$ cat config.mk
export PLATFORM = sky130hd
export DESIGN_NAME = pipe_credit_sink
export DESIGN_NICKNAME = d
export VERILOG_FILES = /design/src/rtl/pipe_pkg.sv /design/src/rtl/sync_fifo.sv /design/src/rtl/pipe_credit_sink.sv
export SDC_FILE = /design/constraint.sdc
export NUM_CORES = 1
export LEC_CHECK = 0
export CAP_MARGIN = 25
export CORE_ASPECT_RATIO = 1.75
export CORE_MARGIN = 5
export CORE_UTILIZATION = 45
export CTS_BUF_LIST = sky130_fd_sc_hd__clkbuf_8
export DETAILED_ROUTE_END_ITERATION = 8
export PLACE_DENSITY = 0.74
export SLEW_MARGIN = 5
export SYNTH_ARGS = -nofsm -noshare
export SYNTH_HDL_FRONTEND = slang
export SYNTH_SLANG_ARGS = --single-unit
$ cat constraint.sdc
create_clock -name clk -period 4.7 [get_ports clk]
set_clock_uncertainty 0.1 [all_clocks]
set_input_delay 1.41 -clock clk [delete_from_list [all_inputs] [get_ports clk]]
set_output_delay 1.41 -clock clk [all_outputs]
set_load 0.02 [all_outputs]
$ cat src/rtl/pipe_pkg.sv
// Shared definitions for the fixed-latency pipeline receive path:
// default beat width, the beat type and the credit-counter width helper.
package pipe_pkg;

    localparam int unsigned DATA_W = 32;

    typedef logic [DATA_W-1:0] beat_t;

    // Width needed to hold every value from 0 to depth inclusive.
    function automatic int unsigned credit_w(input int unsigned depth);
        return $clog2(depth + 1);
    endfunction

endpackage

$ cat src/rtl/sync_fifo.sv
// In-order FIFO of DEPTH entries with wrap-around pointers that work for any DEPTH >= 2.
// A write while full with no simultaneous read is dropped and flagged.
module sync_fifo
    import pipe_pkg::*;
#(
    parameter int DEPTH = 8,
    parameter int W     = 32
) (
    input  logic         clk,
    input  logic         rst,
    input  logic         wr_en,
    input  logic [W-1:0] wr_data,
    input  logic         rd_en,
    output logic [W-1:0] rd_data,
    output logic         full,
    output logic         empty,
    output logic         overflow
);

    localparam int PW = $clog2(DEPTH);
    localparam int CW = credit_w(DEPTH);

    logic [W-1:0]  r_mem [DEPTH];
    logic [PW-1:0] r_wr_ptr;
    logic [PW-1:0] r_rd_ptr;
    logic [CW-1:0] r_count;

    logic w_rd;
    logic w_wr;

    assign full     = (r_count == CW'(DEPTH));
    assign empty    = (r_count == '0);
    assign w_rd     = rd_en && !empty;
    // A read in the same cycle frees the slot, so a write when full is still legal then.
    assign w_wr     = wr_en && (!full || w_rd);
    assign overflow = wr_en && full && !w_rd;
    assign rd_data  = empty ? '0 : r_mem[r_rd_ptr];

    function automatic logic [PW-1:0] ptr_inc(input logic [PW-1:0] p);
        return (p == PW'(DEPTH - 1)) ? '0 : p + 1'b1;
    endfunction

    always_ff @(posedge clk) begin
        if (w_wr) begin
            r_mem[r_wr_ptr] <= wr_data;
        end
    end

    always_ff @(posedge clk or posedge rst) begin
        if (rst) begin
            r_wr_ptr <= '0;
            r_rd_ptr <= '0;
            r_count  <= '0;
        end else begin
            if (w_wr) begin
                r_wr_ptr <= ptr_inc(r_wr_ptr);
            end
            if (w_rd) begin
                r_rd_ptr <= ptr_inc(r_rd_ptr);
            end
            if (w_wr && !w_rd) begin
                r_count <= r_count + 1'b1;
            end else if (w_rd && !w_wr) begin
                r_count <= r_count - 1'b1;
            end
        end
    end

endmodule

$ cat src/rtl/pipe_credit_sink.sv
// Receiver at the exit of a non-stallable pipeline: grants issue credits,
// buffers exiting beats and presents them on a valid/ready handshake.
module pipe_credit_sink
    import pipe_pkg::*;
#(
    parameter int DEPTH = 8,
    parameter int W     = DATA_W
) (
    input  logic                          clk,
    input  logic                          rst,
    input  logic                          issue,
    output logic                          issue_ok,
    input  logic                          pipe_valid,
    input  logic [W-1:0]                  pipe_data,
    output logic                          out_valid,
    input  logic                          out_ready,
    output logic [W-1:0]                  out_data,
    output logic [credit_w(DEPTH)-1:0]    credits,
    output logic                          err
);

    localparam int CW = credit_w(DEPTH);

    // Handshake: a beat transfers downstream on any rising edge where
    // out_valid && out_ready; out_data holds while out_valid && !out_ready.
    logic [CW-1:0] r_credits;
    logic          r_err;
    logic          w_consume;
    logic          w_return;
    logic          w_empty;
    logic          w_full;
    logic          w_overflow;

    sync_fifo #(
        .DEPTH (DEPTH),
        .W     (W)
    ) u_fifo (
        .clk      (clk),
        .rst      (rst),
        .wr_en    (pipe_valid),
        .wr_data  (pipe_data),
        .rd_en    (out_ready),
        .rd_data  (out_data),
        .full     (w_full),
        .empty    (w_empty),
        .overflow (w_overflow)
    );

    assign issue_ok  = (r_credits != '0);
    assign out_valid = !w_empty;
    assign w_consume = issue && issue_ok;
    assign w_return  = out_valid && out_ready;
    assign credits   = r_credits;
    assign err       = r_err;

    always_ff @(posedge clk or posedge rst) begin
        if (rst) begin
            r_credits <= CW'(DEPTH);
            r_err     <= 1'b0;
        end else begin
            // Returns are clamped at DEPTH so stray beats cannot mint credit.
            if (w_return && !w_consume && (r_credits != CW'(DEPTH))) begin
                r_credits <= r_credits + 1'b1;
            end else if (w_consume && !w_return) begin
                r_credits <= r_credits - 1'b1;
            end
            if ((issue && !issue_ok) || w_overflow) begin
                r_err <= 1'b1;
            end
        end
    end

    logic w_unused;
    assign w_unused = w_full;

endmodule
==> results_dict.tcl, run 1 <==
set metrics [dict create \
    status "complete, no violations" \
    synthTopCellsByArea "edfxtp_1, mux4_2, dfrtp_1" \
    p_leak_nw 4.18 \
    grt-ovfl-total 0 \
    syn_area_sq_um 10700 \
    synth_seq_cells 271 \
    vdd_ir_drop_max_mv 0.310 \
    io_buffer_count 75 \
    maxCapViolations 0 \
    p_per_area_nw_per_um2 618 \
    cts_tree "built" \
    cp_max_fo 34 \
    postCtsSetupRepairBufs 0 \
    htree_levels 2 \
    multiInputGateArea_sq_um 2580 \
    yosys.area.top_type "edfxtp_1" \
    layout_min_cycle_time_ns 4.28 \
    grt_pass1_vias 5870 \
    track_usage_pct 16.0 \
    rr_startpoint "u_fifo.r_count[0]" \
    globalplace.congestion 0.704 \
    grt_antenna_before_repair 2 \
    dp_hpwl_microns 12900 \
    grt_first_pass_wirelength_microns 33500 \
    r2r_cells 11 \
    placedCellCount 895 \
    cts_inserted_buffers 37 \
    fp-row-count 74 \
    whs_ns 0.411 \
    critPathRequiredTime_ns 3.19 \
    cts_resized 0 \
    die_h_microns 214 \
    period_share_pct 91.2 \
    postSynthAreaPerCell_sq_um 20.8 \
    io_pins 76 \
    async_flop_share_pct 5.54 \
    wl_microns 21200 \
    drive_gt1_share_pct 23.6 \
    dieArea_sq_um 27100 \
    startpoint_type "flip-flop" \
    finalHoldViolCount 0 \
    pre_cts_slack_ns 0.412 \
    setup_viol_count_final 0 \
    fmax_mhz 233 \
    synth-edff-count 256 \
    cts_num_sinks 271 \
    drtPass1Iterations 4 \
    fp.coreArea_sq_um 23400 \
    whs_path_depth 2 \
    synth.distinct_cells 42 \
    power_mw 7.83 \
    synth-main-ff-cell "edfxtp_1" \
    rsz0062_at_grt "no" \
    drc 0 \
    clk_latency_ns 0.52 \
    tightest_slew_ns 0.631 \
    fin_nets 678 \
    yosysWarnings 0 \
    grt_max_degree 45 \
    netlist_instances 515 \
    path_clk_slew_ns 0.07 \
    wl_per_cell_microns 22.2 \
    hp-class "reg -> reg" \
    fillers 1789 \
    start_util_pct 45.8 \
    vias 5244 \
    cts-root-buf "clkbuf_8" \
    setup_ws_ns 0.416 \
    cts_hold_buf 0 \
    end_kind "output port" \
    fin_cells 958 \
    worstSetupStartpoint "u_fifo.r_rd_ptr[0]" \
    crit_end "out_data[21]" \
    rrSetupSlack_ns 1.75 \
    drt_iter0_drc 298 \
    die_w_microns 127 \
    maxSlewViolCount 0 \
    routed_via_density 5.47 \
    critPathKind "reg -> out" \
    clock_path_buffers 3 \
    synth_top_area_share_pct 71.7 \
    crit_arrival_ns 2.77 \
    relSlewSlack_pct 57.9 \
    tns_ns 0 \
    syn_nets 563 \
    register_area_sq_um 8070 \
    ant_nets 0 \
    ys_seq_area_share_pct 75.2 \
    area_growth_pct 18.0 \
    r2r-end "u_fifo.r_count[3]" \
]
## kinds of logic after synthesis
logic type / Yosys count / share of synthesized area (%)
DFF: 271 / 75.2
buffers and inverters: 29 / 1.34
adders and majority gates: 11 / 1.42
xor gates and xnor gates: 5 / 0.408
muxes: 102 / 17.0
and+or+nand+nor: 78 / 3.39
AOI/OAI and AO/OA: 19 / 1.24
## power breakdown
part / total, mW / internal (mW) / leakage [nW] / switching [mW]
clock: 1.55 / 0.748 / 0.361 / 0.804
combinational: 2.95 / 1.44 / 1.32 / 1.51
sequential: 3.32 / 3.06 / 2.50 / 0.262
total: 7.83 / 5.25 / 4.18 / 2.57
## layer usage
metal | up-vias | global-route usage (%) | share of wire [%]
met5 | - | 0 | 0
met4 | 0 | 5.51 | 2.1
met3 | 26 | 2.22 | 4.5
met2 | 141 | 29.0 | 55
met1 | 2746 | 19.5 | 38
li1 | 2331 | - | -
## Yosys cell counts, drive strengths merged, types with 5 or more instances
cell type / n
clkbuf: 7
buf: 16
a21oi: 5
nand2: 15
nand3: 5
inv: 5
ha: 9
xnor2: 5
nor3: 8
mux4: 64
edfxtp: 256
nor2: 40
mux2i: 34
dfrtp: 14
## flip-flops by register name (all words and copies together), names as in the netlist
signal and flops:
u_fifo.r_mem 256, u_fifo.r_wr_ptr 3, u_fifo.r_rd_ptr 3, u_fifo.r_count 4
err 1, credits 4
## final cells by class
type,instances,area share (%)
multi-input combinational,215,20.4
clock buffer,38,4.13
timing repair buffer,99,7.75
sequential,271,63.7
antenna,2,0.0395
inverter,6,0.217
tap,304,3.00
clock inverter,23,0.781
## metrics by stage
stage	instance area (sq um)	util (%)
floorplan	10700	-
global placement	12000	51.4
detailed placement	12000	51.4
CTS	12700	54.0
global route	12700	54.1
finish	12700	54.1
## worst min path at each step
stage | from | end | slack [ns]
2_1_floorplan | u_fifo.r_count[3] | u_fifo.r_count[3] | 0.44
3_3_place_gp | err | err | 0.37
3_5_place_dp | err | err | 0.41
4_1_cts | err | err | 0.43
5_1_grt | err | err | 0.45
6_report | err | err | 0.41
## cells in the final DEF, fill, tap and decap left out, drive strengths merged
cell type | netlist | layout
clkdlybuf4s50 | 0 | 75
and3b | 1 | 1
nand4 | 1 | 1
nor4 | 3 | 3
nor3 | 8 | 8
nand2 | 15 | 15
a211o | 1 | 1
a21oi | 5 | 5
a21boi | 1 | 1
o21ai | 4 | 4
mux4 | 64 | 64
xnor2 | 5 | 5
nor2b | 1 | 1
diode | 0 | 2
a21o | 2 | 2
and3 | 1 | 1
ha | 9 | 9
nand2b | 2 | 2
mux2 | 4 | 4
edfxtp | 256 | 256
clkinvlp | 0 | 2
clkinv | 1 | 10
mux2i | 34 | 34
o31ai | 2 | 2
fa | 2 | 2
a2111oi | 1 | 1
buf | 16 | 24
dfstp | 1 | 1
a31oi | 1 | 1
inv | 5 | 17
o211ai | 2 | 2
nand3 | 5 | 5
or3 | 1 | 1
nor2 | 40 | 40
clkbuf | 7 | 38
dfrtp | 14 | 14
## worst max-delay path: stages, from the launching register on
cell and delay (ns):
dfrtp_4 0.57, buf_12 0.31, mux4_2 0.54, mux2i_1 0.16, nor2_1 0.09, clkdlybuf4s50_1 0.55
Power figures use the tool's default switching activity.
==> run 2: changes to the inputs <==
--- a/config.mk
+++ b/config.mk
@@ -5,7 +5,7 @@
 export SDC_FILE = /design/constraint.sdc
 export NUM_CORES = 1
 export LEC_CHECK = 0
-export CAP_MARGIN = 25
+export CAP_MARGIN = 15
 export CORE_ASPECT_RATIO = 1.75
 export CORE_MARGIN = 5
 export CORE_UTILIZATION = 45
==> results of run 2 <==
Final layout, timing and power as in run 1 (identical DEF).
==> run 3: changes to the inputs <==
--- a/config.mk
+++ b/config.mk
@@ -12,6 +12,7 @@
 export CTS_BUF_LIST = sky130_fd_sc_hd__clkbuf_8
 export DETAILED_ROUTE_END_ITERATION = 8
 export PLACE_DENSITY = 0.74
+export REMOVE_ABC_BUFFERS = 1
 export SLEW_MARGIN = 5
 export SYNTH_ARGS = -nofsm -noshare
 export SYNTH_HDL_FRONTEND = slang
==> run 3 against run 2 <==
Net effect: largest cell class unchanged; clock power rose by 11%; cell count down 0.21%; die area stayed put.
==> results_dict.tcl, run 3 (synthesis results as in run 1) <==
set metrics [dict create \
    grt_first_pass_wirelength_microns 32800 \
    path_clk_slew_ns 0.07 \
    top_register "u_fifo.r_mem" \
    relSlewSlack_pct 57.3 \
    setup_viol_count_final 0 \
    hp-class "reg -> reg" \
    fillers 1775 \
    fin_cells 956 \
    vdd_ir_drop_max_mv 0.308 \
    period_share_pct 93.3 \
    critPathRequiredTime_ns 3.19 \
    maxCapViolations 0 \
    wl_microns 20900 \
    pre_cts_slack_ns 0.494 \
    die_h_microns 214 \
    io_buffer_count 75 \
    rsz0062_at_grt "no" \
    worst-path-buf-inv 2 \
    cp_slowest_stage_delay_ns 0.67 \
    mostFrequentLayoutCells "edfxtp_1, clkdlybuf4s50_1, mux4_2, clkbuf_8, nor2_1" \
    fmax_mhz 228 \
    clock_path_buffers 3 \
    dp_hpwl_microns 12100 \
    area_growth_pct 18.6 \
    p_per_area_nw_per_um2 627 \
    cts-root-buf "clkbuf_8" \
    drc 0 \
    finalHoldViolCount 0 \
    critPathSlowestCell "dfrtp_4" \
    htree_levels 2 \
    cts_hold_buf 0 \
    postCtsSetupRepairBufs 0 \
    p_leak_nw 4.18 \
    dieArea_sq_um 27100 \
    path_cells "buf_4, mux4_2, mux2i_1, nor2_1, clkdlybuf4s50_1" \
    cp_top_family "buffers and inverters" \
    grt_pass1_vias 5734 \
    status "complete, no violations" \
    globalplace.congestion 0.732 \
    die_w_microns 127 \
    drt_iter0_drc 264 \
    drive_gt1_share_pct 23.3 \
    power_mw 7.98 \
    fin_nets 670 \
    start_util_pct 45.8 \
    critPathKind "reg -> out" \
    grt_max_degree 67 \
    cts_num_sinks 271 \
    cts_tree "built" \
    layout_commonest_cell "edfxtp_1" \
    largest_register_ffs 256 \
    ant_nets 0 \
    fp.coreArea_sq_um 23400 \
    cts_resized 0 \
    crit_arrival_ns 2.87 \
    routed_via_density 5.48 \
    setup_ws_ns 0.317 \
    cts_inserted_buffers 37 \
    clk_latency_ns 0.52 \
    fp-row-count 74 \
    maxSlewViolCount 0 \
    vias 5242 \
    drtPass1Iterations 4 \
    grt-ovfl-total 0 \
    end_kind "output port" \
    track_usage_pct 15.7 \
    wl_per_cell_microns 21.8 \
    grt_antenna_before_repair 1 \
    io_pins 76 \
    startpoint_type "flip-flop" \
    cp_max_fo 21 \
    placedCellCount 887 \
    tightest_slew_ns 0.639 \
    layout_min_cycle_time_ns 4.38 \
]
[run 3: per-stage QoR]
stage / setup TNS (ns) / util [%] / area (sq um) / hold slack (ns)
detailed placement: 0 / 51.2 / 12000 / 0.381
global route: 0 / 54.3 / 12700 / 0.429
floorplan: -30.29 / - / 10600 / 0.438
finish: 0 / 54.3 / 12700 / 0.393
CTS: 0 / 54.3 / 12700 / 0.402
global placement: 0 / 51.2 / 12000 / 0.364
[run 3: area by class of cell]
| cell class | count | area, sq um | area share (%) |
|---|---|---|---|
| Clock buffer | 39 | 537 | 4.22 |
| Sequential cell | 271 | 8070 | 63.4 |
| Inverter | 6 | 27.5 | 0.216 |
| Timing Repair Buffer | 91 | 958 | 7.53 |
| Clock inverter | 29 | 181 | 1.43 |
| Multi-Input combinational cell | 215 | 2570 | 20.2 |
| Tap cell | 304 | 380 | 2.99 |
| Antenna cell | 1 | 2.50 | 0.0197 |
[run 3: where the power goes]
group | switching (mW) | leakage (nW) | total (mW) | internal, mW
combinational | 1.51 | 1.29 | 2.95 | 1.44
sequential | 0.250 | 2.50 | 3.31 | 3.06
clock | 0.832 | 0.399 | 1.72 | 0.888
[run 3: path summary, 6_finish.rpt]
| check | from | end | slack [ns] | cells past startpoint |
|---|---|---|---|---|
| max in group asynchronous | rst | u_fifo.r_rd_ptr[0] | 2.86 | 2 |
| worst max register to register | u_fifo.r_count[0] | u_fifo.r_count[3] | 1.80 | 11 |
| min in group asynchronous | rst | credits[2] | 1.18 | 2 |
| worst min register to register | err | err | 0.39 | 2 |
| worst min-delay path | err | err | 0.39 | 2 |
| worst max-delay path | u_fifo.r_rd_ptr[0] | out_data[24] | 0.32 | 5 |
[run 3: tightest hold or removal path: stages (launching register included)]
cell and delay (ns):
dfrtp_1 0.35, a21oi_1 0.05, nand2_1 0.06
[run 3: per-layer routing]
| layer | GRT usage, % | part of all wire, % | routed length (microns) | vias to the layer above |
|---|---|---|---|---|
| met5 | 0 | 0 | 0 | - |
| met4 | 4.87 | 1.8 | 371 | 0 |
| met3 | 2.37 | 4.6 | 963 | 26 |
| met2 | 29.1 | 57 | 11800 | 151 |
| met1 | 18.4 | 37 | 7720 | 2748 |
| li1 | - | - | - | 2317 |
